<file path="src/rtl/mc_pkg.sv">
// Shared types and encodings for the multicycle ARM-subset controller.
// Build option: MC_CONTROL_CMP_EN enables the CMP data-processing command.
package mc_pkg;

    localparam int unsigned FLAG_W  = 4;
    localparam int unsigned OP_W    = 2;
    localparam int unsigned CMD_W   = 4;
    localparam int unsigned ALUC_W  = 2;

    typedef enum logic [3:0] {
        FETCH,
        DECODE,
        MEMADR,
        MEMRD,
        MEMWB,
        MEMWR,
        EXECR,
        EXECI,
        ALUWB,
        BRANCH
    } mc_state_t;

    localparam logic [OP_W-1:0] OP_DP  = 2'b00;
    localparam logic [OP_W-1:0] OP_MEM = 2'b01;
    localparam logic [OP_W-1:0] OP_BR  = 2'b10;

    localparam logic [ALUC_W-1:0] ALU_ADD = 2'b00;
    localparam logic [ALUC_W-1:0] ALU_SUB = 2'b01;
    localparam logic [ALUC_W-1:0] ALU_AND = 2'b10;
    localparam logic [ALUC_W-1:0] ALU_ORR = 2'b11;

    localparam logic [CMD_W-1:0] CMD_ADD = 4'b0100;
    localparam logic [CMD_W-1:0] CMD_SUB = 4'b0010;
    localparam logic [CMD_W-1:0] CMD_AND = 4'b0000;
    localparam logic [CMD_W-1:0] CMD_ORR = 4'b1100;
    localparam logic [CMD_W-1:0] CMD_CMP = 4'b1010;

`ifdef MC_CONTROL_CMP_EN
    localparam bit CMP_EN = 1'b1;
`else
    localparam bit CMP_EN = 1'b0;
`endif

    // Data-processing command to ALU operation; CMP subtracts, unknown codes add.
    function automatic logic [ALUC_W-1:0] alu_decode(input logic [CMD_W-1:0] cmd,
                                                     input logic            is_cmp);
        logic [ALUC_W-1:0] res;
        res = ALU_ADD;
        if (is_cmp) begin
            res = ALU_SUB;
        end else begin
            case (cmd)
                CMD_ADD: res = ALU_ADD;
                CMD_SUB: res = ALU_SUB;
                CMD_AND: res = ALU_AND;
                CMD_ORR: res = ALU_ORR;
                default: res = ALU_ADD;
            endcase
        end
        return res;
    endfunction

endpackage

</file>
<file path="src/rtl/cond_unit.sv">
// NZCV flag register and ARM condition-code evaluation against the stored flags.
module cond_unit (
    input  logic                       clk,
    input  logic                       reset_n,
    input  logic [3:0]                 Cond,
    input  logic [mc_pkg::FLAG_W-1:0]  ALUFlags,
    input  logic                       FlagLoad,
    output logic                       CondEx
);

    logic [mc_pkg::FLAG_W-1:0] flags;
    logic n, z, c, v;

    always_ff @(posedge clk or negedge reset_n) begin
        if (!reset_n) begin
            flags <= '0;
        end else if (FlagLoad) begin
            flags <= ALUFlags;
        end
    end

    assign {n, z, c, v} = flags;

    // Evaluated on the registered flags, so a same-cycle load sees old values.
    always_comb begin
        CondEx = 1'b0;
        case (Cond)
            4'b0000: CondEx = z;
            4'b0001: CondEx = ~z;
            4'b0010: CondEx = c;
            4'b0011: CondEx = ~c;
            4'b0100: CondEx = n;
            4'b0101: CondEx = ~n;
            4'b0110: CondEx = v;
            4'b0111: CondEx = ~v;
            4'b1000: CondEx = c & ~z;
            4'b1001: CondEx = ~c | z;
            4'b1010: CondEx = (n == v);
            4'b1011: CondEx = (n != v);
            4'b1100: CondEx = ~z & (n == v);
            4'b1101: CondEx = z | (n != v);
            4'b1110: CondEx = 1'b1;
            default: CondEx = 1'b0;
        endcase
    end

endmodule

</file>
<file path="src/rtl/mc_control.sv">
// Moore-style multicycle controller: state sequencing, datapath selects, conditional write gating.
// Build option: MC_CONTROL_CMP_EN (see mc_pkg) adds CMP handling.
module mc_control
    import mc_pkg::*;
(
    input  logic                 clk,
    input  logic                 reset_n,
    input  logic [31:12]         Instr,
    input  logic [FLAG_W-1:0]    ALUFlags,
    output logic                 PCWrite,
    output logic                 MemWrite,
    output logic                 RegWrite,
    output logic                 IRWrite,
    output logic                 AdrSrc,
    output logic                 ALUSrcA,
    output logic [1:0]           RegSrc,
    output logic [1:0]           ALUSrcB,
    output logic [1:0]           ResultSrc,
    output logic [1:0]           ImmSrc,
    output logic [ALUC_W-1:0]    ALUControl
);

    mc_state_t state, state_nxt;

    logic [3:0]      cond;
    logic [OP_W-1:0] op;
    logic [5:0]      funct;
    logic [3:0]      rd;
    logic            unused_rn;

    logic next_pc, reg_w, mem_w, branch, alu_op;
    logic ir_write, adr_src, alu_src_a;
    logic [1:0] alu_src_b, result_src;
    logic cond_ex, flag_load, is_cmp;

    assign cond      = Instr[31:28];
    assign op        = Instr[27:26];
    assign funct     = Instr[25:20];
    assign rd        = Instr[15:12];
    assign unused_rn = ^Instr[19:16];

    assign is_cmp = CMP_EN && (op == OP_DP) && (funct[4:1] == CMD_CMP);

    always_ff @(posedge clk or negedge reset_n) begin
        if (!reset_n) begin
            state <= FETCH;
        end else begin
            state <= state_nxt;
        end
    end

    // Next-state and per-state Moore outputs; anything not set stays 0.
    always_comb begin
        state_nxt  = FETCH;
        next_pc    = 1'b0;
        reg_w      = 1'b0;
        mem_w      = 1'b0;
        branch     = 1'b0;
        alu_op     = 1'b0;
        ir_write   = 1'b0;
        adr_src    = 1'b0;
        alu_src_a  = 1'b0;
        alu_src_b  = 2'b00;
        result_src = 2'b00;
        case (state)
            FETCH: begin
                state_nxt  = DECODE;
                alu_src_a  = 1'b1;
                alu_src_b  = 2'b10;
                result_src = 2'b10;
                ir_write   = 1'b1;
                next_pc    = 1'b1;
            end
            DECODE: begin
                alu_src_a  = 1'b1;
                alu_src_b  = 2'b10;
                result_src = 2'b10;
                case (op)
                    OP_MEM:  state_nxt = MEMADR;
                    OP_DP:   state_nxt = funct[5] ? EXECI : EXECR;
                    OP_BR:   state_nxt = BRANCH;
                    default: state_nxt = FETCH;
                endcase
            end
            MEMADR: begin
                state_nxt = funct[0] ? MEMRD : MEMWR;
                alu_src_b = 2'b01;
            end
            MEMRD: begin
                state_nxt = MEMWB;
                adr_src   = 1'b1;
            end
            MEMWB: begin
                result_src = 2'b01;
                reg_w      = 1'b1;
            end
            MEMWR: begin
                adr_src = 1'b1;
                mem_w   = 1'b1;
            end
            EXECR: begin
                state_nxt = ALUWB;
                alu_op    = 1'b1;
            end
            EXECI: begin
                state_nxt = ALUWB;
                alu_src_b = 2'b01;
                alu_op    = 1'b1;
            end
            ALUWB: begin
                reg_w = ~is_cmp;
            end
            BRANCH: begin
                alu_src_b  = 2'b01;
                result_src = 2'b10;
                branch     = 1'b1;
            end
            default: state_nxt = FETCH;
        endcase
    end

    assign flag_load = ((state == EXECR) || (state == EXECI)) && cond_ex && (funct[0] || is_cmp);

    cond_unit u_cond (
        .clk      (clk),
        .reset_n  (reset_n),
        .Cond     (cond),
        .ALUFlags (ALUFlags),
        .FlagLoad (flag_load),
        .CondEx   (cond_ex)
    );

    assign IRWrite    = ir_write;
    assign AdrSrc     = adr_src;
    assign ALUSrcA    = alu_src_a;
    assign ALUSrcB    = alu_src_b;
    assign ResultSrc  = result_src;
    assign ImmSrc     = op;
    assign RegSrc     = {op == OP_MEM, op == OP_BR};
    assign ALUControl = alu_op ? alu_decode(funct[4:1], is_cmp) : ALU_ADD;
    assign RegWrite   = reg_w & cond_ex;
    assign MemWrite   = mem_w & cond_ex;
    assign PCWrite    = next_pc | (branch & cond_ex) | (reg_w & cond_ex & (rd == 4'hF));

endmodule

</file>
<file path="config.mk">
export PLATFORM = sky130hd
export DESIGN_NAME = mc_control
export DESIGN_NICKNAME = d
export VERILOG_FILES = /design/src/rtl/mc_pkg.sv /design/src/rtl/cond_unit.sv /design/src/rtl/mc_control.sv
export SDC_FILE = /design/constraint.sdc
export NUM_CORES = 1
export LEC_CHECK = 0
export ABC_AREA = 1
export CORE_ASPECT_RATIO = 1.1
export CORE_MARGIN = 4
export CORE_UTILIZATION = 38
export CTS_BUF_LIST = sky130_fd_sc_hd__clkbuf_16
export DETAILED_ROUTE_END_ITERATION = 6
export PLACE_DENSITY_LB_ADDON = 0.12
export REMOVE_ABC_BUFFERS = 1
export SETUP_SLACK_MARGIN = 0.3
export SYNTH_ARGS = -nofsm -noshare
export SYNTH_HDL_FRONTEND = slang
export SYNTH_HIERARCHICAL = 1
export SYNTH_SLANG_ARGS = --single-unit
</file>
<file path="constraint.sdc">
create_clock -name clk -period 2.14 [get_ports clk]
set_clock_uncertainty 0.15 [all_clocks]
set_input_delay 0.321 -clock clk [delete_from_list [all_inputs] [get_ports clk]]
set_output_delay 0.321 -clock clk [all_outputs]
set_load 0.1 [all_outputs]
</file>
==> results of run 1 <==
==> where the power goes <==
group,total [mW],leakage [nW],internal (mW),switching (mW)
Combinational,2.20,0.650,0.771,1.43
Sequential,0.317,0.0924,0.225,0.0915
Clock,0.315,0.0370,0.241,0.0744
==> kinds of logic after synthesis <==
kind of cell	count (synthesis)	share of synthesized area
compound gates	14	0.0970
buf+inv	27	0.148
flops	8	0.263
simple gates	84	0.492
==> per-stage QoR <==
stage / hold slack (ns) / total power, mW / cells / area, um2
floorplan: -0.125 / 1.49 / 130 / 738
global placement: 0.412 / 2.16 / 198 / 1330
detailed placement: 0.418 / 2.20 / 198 / 1330
CTS: 0.225 / 2.71 / 207 / 1530
global route: 0.258 / 2.95 / 210 / 1580
finish: 0.225 / 2.83 / 210 / 1580
==> layout by cell type (no fill, tap or decap) <==
cell and n:
sky130_fd_sc_hd__dlygate4sd2_1 4, sky130_fd_sc_hd__and2_4 1, sky130_fd_sc_hd__nand2_1 36, sky130_fd_sc_hd__clkdlybuf4s15_2 2, sky130_fd_sc_hd__dfrtp_1 6, sky130_fd_sc_hd__a21oi_4 2, sky130_fd_sc_hd__clkbuf_2 2, sky130_fd_sc_hd__o21ai_2 1
sky130_fd_sc_hd__nand3b_1 1, sky130_fd_sc_hd__clkdlybuf4s50_1 13, sky130_fd_sc_hd__nand2_4 2, sky130_fd_sc_hd__o22ai_1 1, sky130_fd_sc_hd__nand3_1 15, sky130_fd_sc_hd__nor2_4 5, sky130_fd_sc_hd__buf_6 1, sky130_fd_sc_hd__nand2_2 6
sky130_fd_sc_hd__inv_1 16, sky130_fd_sc_hd__buf_12 16, sky130_fd_sc_hd__a21oi_1 1, sky130_fd_sc_hd__o21ai_1 6, sky130_fd_sc_hd__buf_4 12, sky130_fd_sc_hd__nand4_1 1, sky130_fd_sc_hd__o21ai_0 2, sky130_fd_sc_hd__nand3_2 5
sky130_fd_sc_hd__dfrtp_2 2, sky130_fd_sc_hd__nor2_2 4, sky130_fd_sc_hd__a21boi_1 1, sky130_fd_sc_hd__clkbuf_16 3, sky130_fd_sc_hd__inv_2 7, sky130_fd_sc_hd__inv_4 1, sky130_fd_sc_hd__nor2_1 8
==> registers in the layout (all words and copies together) (netlist names) <==
signal / cells
state: 4
u_cond/flags: 4
==> per-layer routing <==
| metal | global-route usage | vias up | part of all wire |
|---|---|---|---|
| met4 | 0.103 | 0 | 0.039 |
| met5 | 0 | - | 0 |
| met2 | 0.415 | 67 | 0.54 |
| met3 | 0.0483 | 13 | 0.082 |
| li1 | - | 513 | - |
| met1 | 0.211 | 495 | 0.34 |
==> repair_timing <==
action | 4_1_cts | 5_1_grt
setup buffers | 6 | 3
endpoints found under the hold margin | 0 | 0
pin swaps | 13 | 10
gates resized for setup | 41 | 15
setup endpoints to repair | 12 | 15
==> area by class of cell <==
type | count | share of cell area
timing repair buffer | 50 | 0.393
clock buffer | 3 | 0.0476
multi-input combinational | 98 | 0.351
sequential | 8 | 0.128
tap | 27 | 0.0214
inverter | 24 | 0.0587
==> critical path: cells and delay by family (launching register included) <==
family	cells	cell delay [ns]
flops	1	0.42
buf+inv	4	0.47
simple gates	9	0.59
==> path summary, 6_finish.rpt <==
kind | from | to | slack [ns]
min in group clk | u_cond/flags[1] | u_cond/flags[1] | 0.43
min | reset_n | state[0] | 0.23
min reg2reg | u_cond/flags[1] | u_cond/flags[1] | 0.43
max in group asynchronous | reset_n | state[3] | 1.32
max | u_cond/flags[3] | PCWrite | -0.04
max reg2reg | u_cond/flags[3] | u_cond/flags[2] | 0.34
==> parameters.txt, run 1 <==
Parameter                              Value

Yosys
  Cell area after synthesis ... approximately 760 um2
  Primary flip-flop cell chosen by synthesis mapping ... sky130_fd_sc_hd__dfrtp_1
  Number of enable flip-flop cells after synthesis ... 0
  Mean area per synthesized cell ... 5.72 um2
  Post-synthesis sequential element count ... 8
  Count of yosys warnings during synthesis ... 6
  Share of async-settable or async-resettable flops after synthesis ... 1.00
  Number of different library cells in the post-synthesis netlist ... 19
  Leading cell type by number of instances after synthesis ... sky130_fd_sc_hd__nand2_1
  Share of the synthesized area in the top cell type ... 0.263
  Biggest area contributors in the synthesized netlist ... sky130_fd_sc_hd__dfrtp_1, sky130_fd_sc_hd__nand2_1, sky130_fd_sc_hd__nand3_1, sky130_fd_sc_hd__inv_1, sky130_fd_sc_hd__nor2_1
  Post-Syn Instances ... between 100 and 150
  Commonest cells post-synth ... sky130_fd_sc_hd__nand2_1, sky130_fd_sc_hd__inv_1, sky130_fd_sc_hd__nand3_1
  Sequential fraction of the synthesis area ... 0.263
  Most area-hungry cell type in the Yosys netlist ... sky130_fd_sc_hd__dfrtp_1

Clock tree
  Count of hold-fix buffers inserted at cts ... 0
  Clock-pin slew on the worst setup and hold paths ... 0.04 ns
  Clock Root Buffer ... sky130_fd_sc_hd__clkbuf_16
  H-Tree Level Count ... 1
  Clock sink count ... 8
  Later-pin clock latency in the skew report ... between 0.2 and 0.25 ns
  Clock buffers created by TritonCTS ... 3
  CTS tree ... built
  Buffer levels on the longest clock path ... 2

Timing
  Total count of max-transition violations in the final report ... 0
  Highest attainable clock frequency ... 458 MHz
  Aggregate negative setup slack ... -0.0775 ns
  Post-layout min period ... about 2.2 ns
  Setup violations, final ... 3
  Setup repair after global routing missed its margin ... yes
  Final worst-path setup slack ... -0.0412 ns
  Count of endpoints failing hold in the final timing report ... 0
  Post-route clock period utilization ... 1.02
  Relative slew slack ... 0.747
  Actual transition at the worst max-transition pin ... approximately 0.38 ns

Worst setup path
  Kind of start point of the critical path ... flip-flop
  Data arrival time at the worst-slack endpoint ... 1.71 ns
  Slowest stage delay, CP ... ~0.42 ns
  Type of the worst setup path ... flip-flop to output port
  Cell at the slowest stage of the critical path ... sky130_fd_sc_hd__dfrtp_1
  Chain of cells forming the critical path ... inv_2 -> nand2_4 -> nand3_1 -> nand2_1 -> nand2_1 -> nand2_1 -> inv_1 -> nand3_2 -> inv_2 -> nor2_4 -> nand3_2 -> nand3_2 -> buf_12
  Worst-path fanout max ... 3
  Worst r2r path cells ... 14
  WP data required ... between 1.5 and 2 ns
  Kind of end point of the critical path ... output port

Finish
  Area growth syn-to-layout ... 107%
  Area occupied by multi-input gates ... roughly 550 um2
  Seq. cell area ... 203 um2
  Total Nets Final ... around 210
  Layout cell share with drive strength beyond 1 ... 0.393
  Fill cell count ... roughly 110
  Final core utilization ... 0.857
  Antenna diode count ... 0

Floorplanning
  Effective utilization at floorplan ... 0.413
  Area of the die ... 2780 um2
  Number of primary I/O pins ... 42
  Die Width ... between 50 and 60 um
  Num rows ... 16
  Vert. Die Dim ... around 55 um
  Floorplan Core Area ... around 1800 um2

Drt
  Iter 0 DRT Violations ... 32
  Total length of routed wires ... just under 3000 um
  Detail Route Antenna Nets ... 0
  TritonRoute pass-1 iters ... 4
  DRC viols ... 0
  Avg Vias per Cell ... 5.18
  Via Count ... around 1,100
  Routed wire length per instance ... roughly 14 um

Pwr
  Worst supply voltage drop on vdd ... about 1.4 mV
  Cell Pwr Density ... between 1500 and 2000 nW/um2
  Leakage ... slightly below 0.8 nW

Global routing
  First-pass GRT wire length ... approximately 4400 um
  Congestion Overflow GR ... 0
  All-layer global routing usage ... 0.210
  Via count of the first global-routing pass ... 1,033
  Antenna violations before repair ... 0
  Largest net degree at the start of global routing ... 10

Placed design
  Weighted congestion at the end of routability-driven global placement ... a little over 0.8
  Setup Slack @ Placement ... -0.359 ns
  Count of port buffers added during placement ... 37
  Final HPWL DP ... 1840 um

Run
  Number of max-capacitance violations reported ... 0

Run status
  Failing checks ... negative setup slack
  Result of the run ... complete, but fails checks

Worst hold path
  Hold WC Path Type ... input port to async pin
(Power assumes the default switching activity.)
==> run 2: changes to the inputs <==
- CORE_MARGIN: 4 -> 2
==> run 2 against run 1 <==
The flow still finishes with violations (negative setup slack); wire length is 0.14% higher; register-to-register slack worse by 0.09 ns; critical path depth stayed put; worst setup slack better by 0.0096 ns; first-iteration DRC count is 13% higher; sequential cell count stayed put; final area is 0.56% higher; combinational power hardly changed; clock-buffer cell count stayed put; total power is 0.52% higher; fmax is 0.44% higher.
==> parameters.txt, run 2 (same netlist as run 1, synthesis figures left out) <==
Parameter                              Value

Clock tree
  Buffer levels on the longest clock path ... 2 (unchanged)
  H-Tree Level Count ... 1 (unchanged)
  Clock buffers created by TritonCTS ... 3 (unchanged)
  Clock-pin slew on the worst setup and hold paths ... 0.04 ns (about the same)
  Clock sink count ... 8 (unchanged)
  Clock Root Buffer ... sky130_fd_sc_hd__clkbuf_16
  CTS tree ... built
  Later-pin clock latency in the skew report ... 0.23 ns (about the same)
  Count of hold-fix buffers inserted at cts ... 0 (unchanged)

Timing
  Actual transition at the worst max-transition pin ... 0.366 ns (-0.0126 ns)
  Relative slew slack ... 0.755 (+0.00841)
  Highest attainable clock frequency ... 460 MHz (+0.44%)
  Setup repair after global routing missed its margin ... yes
  Aggregate negative setup slack ... -0.0596 ns (+0.0179 ns)
  Post-layout min period ... 2.17 ns (-0.00961 ns)
  Final worst-path setup slack ... -0.0316 ns (+0.00961 ns)
  Post-route clock period utilization ... 1.01 (-0.00449)
  Count of endpoints failing hold in the final timing report ... 0 (unchanged)
  Setup violations, final ... 3 (unchanged)
  Total count of max-transition violations in the final report ... 0 (unchanged)

Drt
  Total length of routed wires ... 2960 um (+0.14%)
  Sum of met3 wire segment lengths after detailed routing ... 211 um (-14%)
  Detail Route Antenna Nets ... 0 (unchanged)
  TritonRoute pass-1 iters ... 5 (+1)
  Met1 wire length ... 1120 um (+13%)
  DRC viols ... 0 (unchanged)
  WL met2 ... 1560 um (-2.7%)
  Via Count ... 1,089 (+0.092%)
  Iter 0 DRT Violations ... 36 (+13%)
  Top sig layer ... met4
  Routed wire length per instance ... 14.2 um (+0.61%)
  Avg Vias per Cell ... 5.21 (+0.57%)

Pwr
  Power consumption ... 2.85 mW (+0.52%)
  Leakage ... 0.770 nW (-1.3%)
  Worst supply voltage drop on vdd ... 1.41 mV (+0.42%)
  Cell Pwr Density ... 1800 nW/um2 (about the same)

Finish
  Most used cells in the layout excluding fill and tap cells ... sky130_fd_sc_hd__nand2_1, sky130_fd_sc_hd__buf_12, sky130_fd_sc_hd__nand3_1, sky130_fd_sc_hd__inv_1
  Layout cell share with drive strength beyond 1 ... 0.445 (+0.0516)
  Antenna diode count ... 0 (unchanged)
  Total Nets Final ... 210 (-0.47%)
  Leading cell type in the layout, fill and taps excluded ... sky130_fd_sc_hd__nand2_1
  Area growth syn-to-layout ... 109%
  Registers with the most flip-flops ... state x4, u_cond/flags x4
  Final core utilization ... 0.861 (+0.00475)
  Post-route cell area ... 1590 um2 (+0.56%)

Worst setup path
  Slowest stage delay, CP ... 0.41 ns (about the same)
  Chain of cells forming the critical path ... inv_2 -> buf_4 -> nand2_1 -> nand2_1 -> nand2_1 -> nand2_1 -> inv_1 -> nand3_2 -> inv_2 -> nor2_4 -> nand3_2 -> nand3_2 -> buf_12
  WP data required ... 1.67 ns (about the same)
  Cell at the slowest stage of the critical path ... sky130_fd_sc_hd__dfrtp_1
  Critical Path Most Common Cell ... sky130_fd_sc_hd__nand2_1
  Kind of start point of the critical path ... flip-flop
  Data arrival time at the worst-slack endpoint ... 1.70 ns (about the same)
  Worst-path fanout max ... 3 (unchanged)
  Kind of end point of the critical path ... output port
  Type of the worst setup path ... flip-flop to output port

Run status
  Failing checks ... negative setup slack
  Result of the run ... complete, but fails checks

Floorplanning
  Die Width ... 46.7 um (-7.9%)
  Number of primary I/O pins ... 42 (unchanged)
  Num rows ... 16 (unchanged)
  Area of the die ... 2380 um2 (-15%)
  Effective utilization at floorplan ... 0.413 (unchanged)
  Floorplan Core Area ... 1840 um2 (unchanged)
  Vert. Die Dim ... 50.9 um (-7.3%)

Placed design
  Weighted congestion at the end of routability-driven global placement ... 0.875 (+6.6%)
  Count of port buffers added during placement ... 37 (unchanged)
  Final HPWL DP ... 1760 um (-4.3%)
  Placed Area ... 1330 um2 (-0.56%)

Global routing
  Largest net degree at the start of global routing ... 10 (unchanged)
  Congestion Overflow GR ... 0 (unchanged)
  All-layer global routing usage ... 0.243 (+0.0327)
  Via count of the first global-routing pass ... 1,024 (-0.87%)
  Antenna violations before repair ... 0 (unchanged)
  First-pass GRT wire length ... 4230 um (-3.6%)

Run
  Number of max-capacitance violations reported ... 0 (unchanged)

Worst hold path
  Hold WC Path Type ... input port to async pin
## run 2: power breakdown
group | internal, mW | total (mW) | switching, mW
Combinational | 0.772 | 2.21 | 1.43
Clock | 0.241 | 0.318 | 0.0771
Sequential | 0.226 | 0.325 | 0.0987
Total | 1.24 | 2.85 | 1.61
## run 2: final cells by class
cell class / count / area, um2
inverter: 24 / 90.1
fill: 103 / 255
multi-input combinational: 98 / 573
clock buffer: 3 / 75.1
tap: 27 / 33.8
timing repair buffer: 49 / 611
sequential: 8 / 204
## run 2: through the flow
step / hold slack, ns / worst slack [ns] / std cells
6_report: 0.220 / -0.0316 / 209
5_1_grt: 0.248 / -0.119 / 209
4_1_cts: 0.224 / -0.00914 / 208
3_5_place_dp: 0.423 / -0.376 / 197
3_3_place_gp: 0.412 / -0.309 / 197
2_1_floorplan: -0.125 / -0.518 / 130
## run 2: worst max-delay path: cells and delay by family (launching register included)
family	cells	cell delay, ns
buf+inv	5	0.51
flops	1	0.41
simple gates	8	0.54
## run 2: timing repair
action | 4_1_cts | 5_1_grt
gates resized for setup | 38 | 25
pin swaps | 11 | 4
endpoints found under the setup margin | 12 | 15
buffers inserted | 8 | 1
gates cloned | 0 | 0
## run 2: metal layers
layer,GRT usage,up-vias
li1,-,516
met1,0.269,505
met2,0.433,60
met3,0.0318,8
met4,0.125,0
met5,0,-
## run 2: path summary, 6_finish.rpt
check	startpoint	endpoint	slack, ns	cells past startpoint
worst max-delay path	u_cond/flags[0]	PCWrite	-0.03	13
worst min-delay path	reset_n	state[0]	0.22	1
worst max register to register	u_cond/flags[0]	u_cond/flags[2]	0.25	12
worst min register to register	u_cond/flags[1]	u_cond/flags[1]	0.47	2
max in group asynchronous	reset_n	state[2]	1.33	1
min in group clk	Instr[26]	state[3]	0.43	4
==> run 3: changes to the inputs <==
- CELL_PAD_IN_SITES_DETAIL_PLACEMENT: default -> 1
- CELL_PAD_IN_SITES_GLOBAL_PLACEMENT: default -> 2
- CORE_UTILIZATION: 38 -> 17
- GPL_TIMING_DRIVEN: default -> 1
==> run 3 against run 2 <==
The flow still finishes with violations (negative setup slack); wire length shrank 9.4%; register-to-register slack lost 0.02 ns; fmax shrank 2.1%; first-iteration DRC count shrank 69%; critical path type unchanged; worst setup slack lost 0.047 ns; final cell count grew 14%; clock-buffer cell count is the same; sequential cell count is the same; combinational power is essentially flat; via count shrank 7.6%; non-clock buffer count grew 3; critical endpoint unchanged; final area grew 3.5%.
==> parameters.txt, run 3 (same netlist as run 1, synthesis figures left out) <==
Parameter                              Value

Drt
  Avg Vias per Cell ... 4.21 (-19%)
  Detail Route Antenna Nets ... 0 (unchanged)
  Routed wire length per instance ... 11.2 um (-21%)
  Total length of routed wires ... 2680 um (-9.4%)
  DRC viols ... 0 (unchanged)
  Iter 0 DRT Violations ... 11 (-69%)
  Via Count ... 1,006 (-7.6%)
  TritonRoute pass-1 iters ... 3 (-2)

Clock tree
  Clock Root Buffer ... sky130_fd_sc_hd__clkbuf_16
  Clock-pin slew on the worst setup and hold paths ... 0.04 ns (about the same)
  Buffer levels on the longest clock path ... 2 (unchanged)
  Clock buffers created by TritonCTS ... 3 (unchanged)
  H-Tree Level Count ... 1 (unchanged)
  CTS tree ... built
  Clock sink count ... 8 (unchanged)
  Later-pin clock latency in the skew report ... 0.24 ns (about the same)

Timing
  Total count of max-transition violations in the final report ... 0 (unchanged)
  Relative slew slack ... 0.759 (+0.00385)
  Setup violations, final ... 2 (-1)
  Aggregate negative setup slack ... -0.0805 ns (-0.0209 ns)
  Count of endpoints failing hold in the final timing report ... 0 (unchanged)
  Worst hold margin ... 0.215 ns (-0.00512 ns)
  Final worst-path setup slack ... -0.0786 ns (-0.0471 ns)
  Post-layout min period ... 2.22 ns (+0.0471 ns)
  Actual transition at the worst max-transition pin ... 0.360 ns (-0.00576 ns)
  Setup repair after global routing missed its margin ... yes
  Post-route clock period utilization ... 1.04 (+0.0220)
  Highest attainable clock frequency ... 451 MHz (-2.1%)

Run status
  Result of the run ... complete, but fails checks
  Failing checks ... negative setup slack

Floorplanning
  Num rows ... 25 (+9)
  Vert. Die Dim ... 74.2 um (+46%)
  Area of the die ... 5030 um2 (+110%)
  Number of primary I/O pins ... 42 (unchanged)
  Die Width ... 67.8 um (+45%)
  Floorplan Core Area ... 4320 um2 (+130%)
  Effective utilization at floorplan ... 0.176 (-0.237)

Finish
  Registers with the most flip-flops ... state x4, u_cond/flags x4
  Leading cell type in the layout, fill and taps excluded ... sky130_fd_sc_hd__nand2_1
  Filler-free cell count of the finished design ... 239 (+14%)
  Total Nets Final ... 213 (+1.4%)
  Most used cells in the layout excluding fill and tap cells ... sky130_fd_sc_hd__nand2_1, sky130_fd_sc_hd__buf_12, sky130_fd_sc_hd__inv_1, sky130_fd_sc_hd__nand3_1, sky130_fd_sc_hd__buf_4
  Layout cell share with drive strength beyond 1 ... 0.400 (-0.0451)
  Antenna diode count ... 0 (unchanged)
  Area growth syn-to-layout ... 116%
  Fill cell count ... 535 (+420%)

Global routing
  First-pass GRT wire length ... 4210 um (-0.47%)
  Antenna violations before repair ... 0 (unchanged)
  Congestion Overflow GR ... 0 (unchanged)
  Via count of the first global-routing pass ... 994 (-2.9%)
  All-layer global routing usage ... 0.116 (-0.127)
  Largest net degree at the start of global routing ... 10 (unchanged)

Worst hold path
  Hold WC Path Type ... input port to async pin

Worst setup path
  Worst-path fanout max ... 3 (unchanged)
  Kind of end point of the critical path ... output port
  Kind of start point of the critical path ... flip-flop
  WP data required ... 1.67 ns (about the same)
  Worst r2r path cells ... 14 (+2)
  Data arrival time at the worst-slack endpoint ... 1.75 ns (+0.05 ns)
  Type of the worst setup path ... flip-flop to output port

Pwr
  Power consumption ... 2.84 mW (-0.31%)
  Worst supply voltage drop on vdd ... 1.01 mV (-28%)
  Leakage ... 0.797 nW (+3.6%)
  Cell Pwr Density ... 1730 nW/um2 (-3.6%)

Placed design
  Final HPWL DP ... 2110 um (+20%)
  Weighted congestion at the end of routability-driven global placement ... 0.823 (-6.0%)
  Setup Slack @ Placement ... -0.409 ns (-0.0324 ns)
  Post-placement cell count ... 225 (+14%)
  Count of port buffers added during placement ... 37 (unchanged)

Run
  Number of max-capacitance violations reported ... 0 (unchanged)
[run 3: metal layers]
metal,GRT usage,share of wire
met5,0,0
met1,0.129,0.41
met2,0.182,0.49
met3,0.0303,0.064
met4,0.100,0.033
[run 3: area by class of cell]
class                   instances  area [um2]  share of cell area
inverters                      24        92.6              0.0564
repair buffers                 52         656               0.399
clock buffers                   3        75.1              0.0457
multi-input cells              98         548               0.334
flip-flops and latches          8         203               0.123
well taps                      54        67.6              0.0412
[run 3: worst paths after layout]
kind,start,slack [ns],end
worst max-delay path,u_cond/flags[3],-0.08,PCWrite
worst min-delay path,reset_n,0.21,u_cond/flags[1]
worst max register to register,u_cond/flags[3],0.23,u_cond/flags[3]
worst min register to register,u_cond/flags[1],0.42,u_cond/flags[1]
max in group asynchronous,reset_n,1.34,state[1]
min in group clk,Instr[26],0.39,state[3]
[run 3: what timing repair did]
action	in CTS	in global routing
hold buffers	0	0
gates resized for setup	39	13
setup endpoints to repair	13	13
setup buffers	5	6
gates cloned	0	0
pin swaps	12	7
[run 3: critical path: stages (launching register included)]
cell and delay [ns]:
sky130_fd_sc_hd__dfrtp_1 0.41, sky130_fd_sc_hd__inv_2 0.09, sky130_fd_sc_hd__buf_4 0.10, sky130_fd_sc_hd__nand2_1 0.04, sky130_fd_sc_hd__nand3_1 0.08, sky130_fd_sc_hd__nand2_1 0.06, sky130_fd_sc_hd__nor2_1 0.13, sky130_fd_sc_hd__nand3_2 0.11
sky130_fd_sc_hd__buf_4 0.15, sky130_fd_sc_hd__nand4_1 0.09, sky130_fd_sc_hd__nand3_2 0.09, sky130_fd_sc_hd__buf_12 0.17
[run 3: power by group]
group,switching [mW],total [mW],internal [mW]
Sequential,0.0893,0.314,0.225
Combinational,1.38,2.20,0.829
Clock,0.0802,0.322,0.242
[run 3: through the flow]
stage / util / area (um2)
2_1_floorplan: - / 738
6_report: 0.380 / 1640
3_3_place_gp: 0.317 / 1370
5_1_grt: 0.380 / 1640
4_1_cts: 0.360 / 1560
3_5_place_dp: 0.317 / 1370
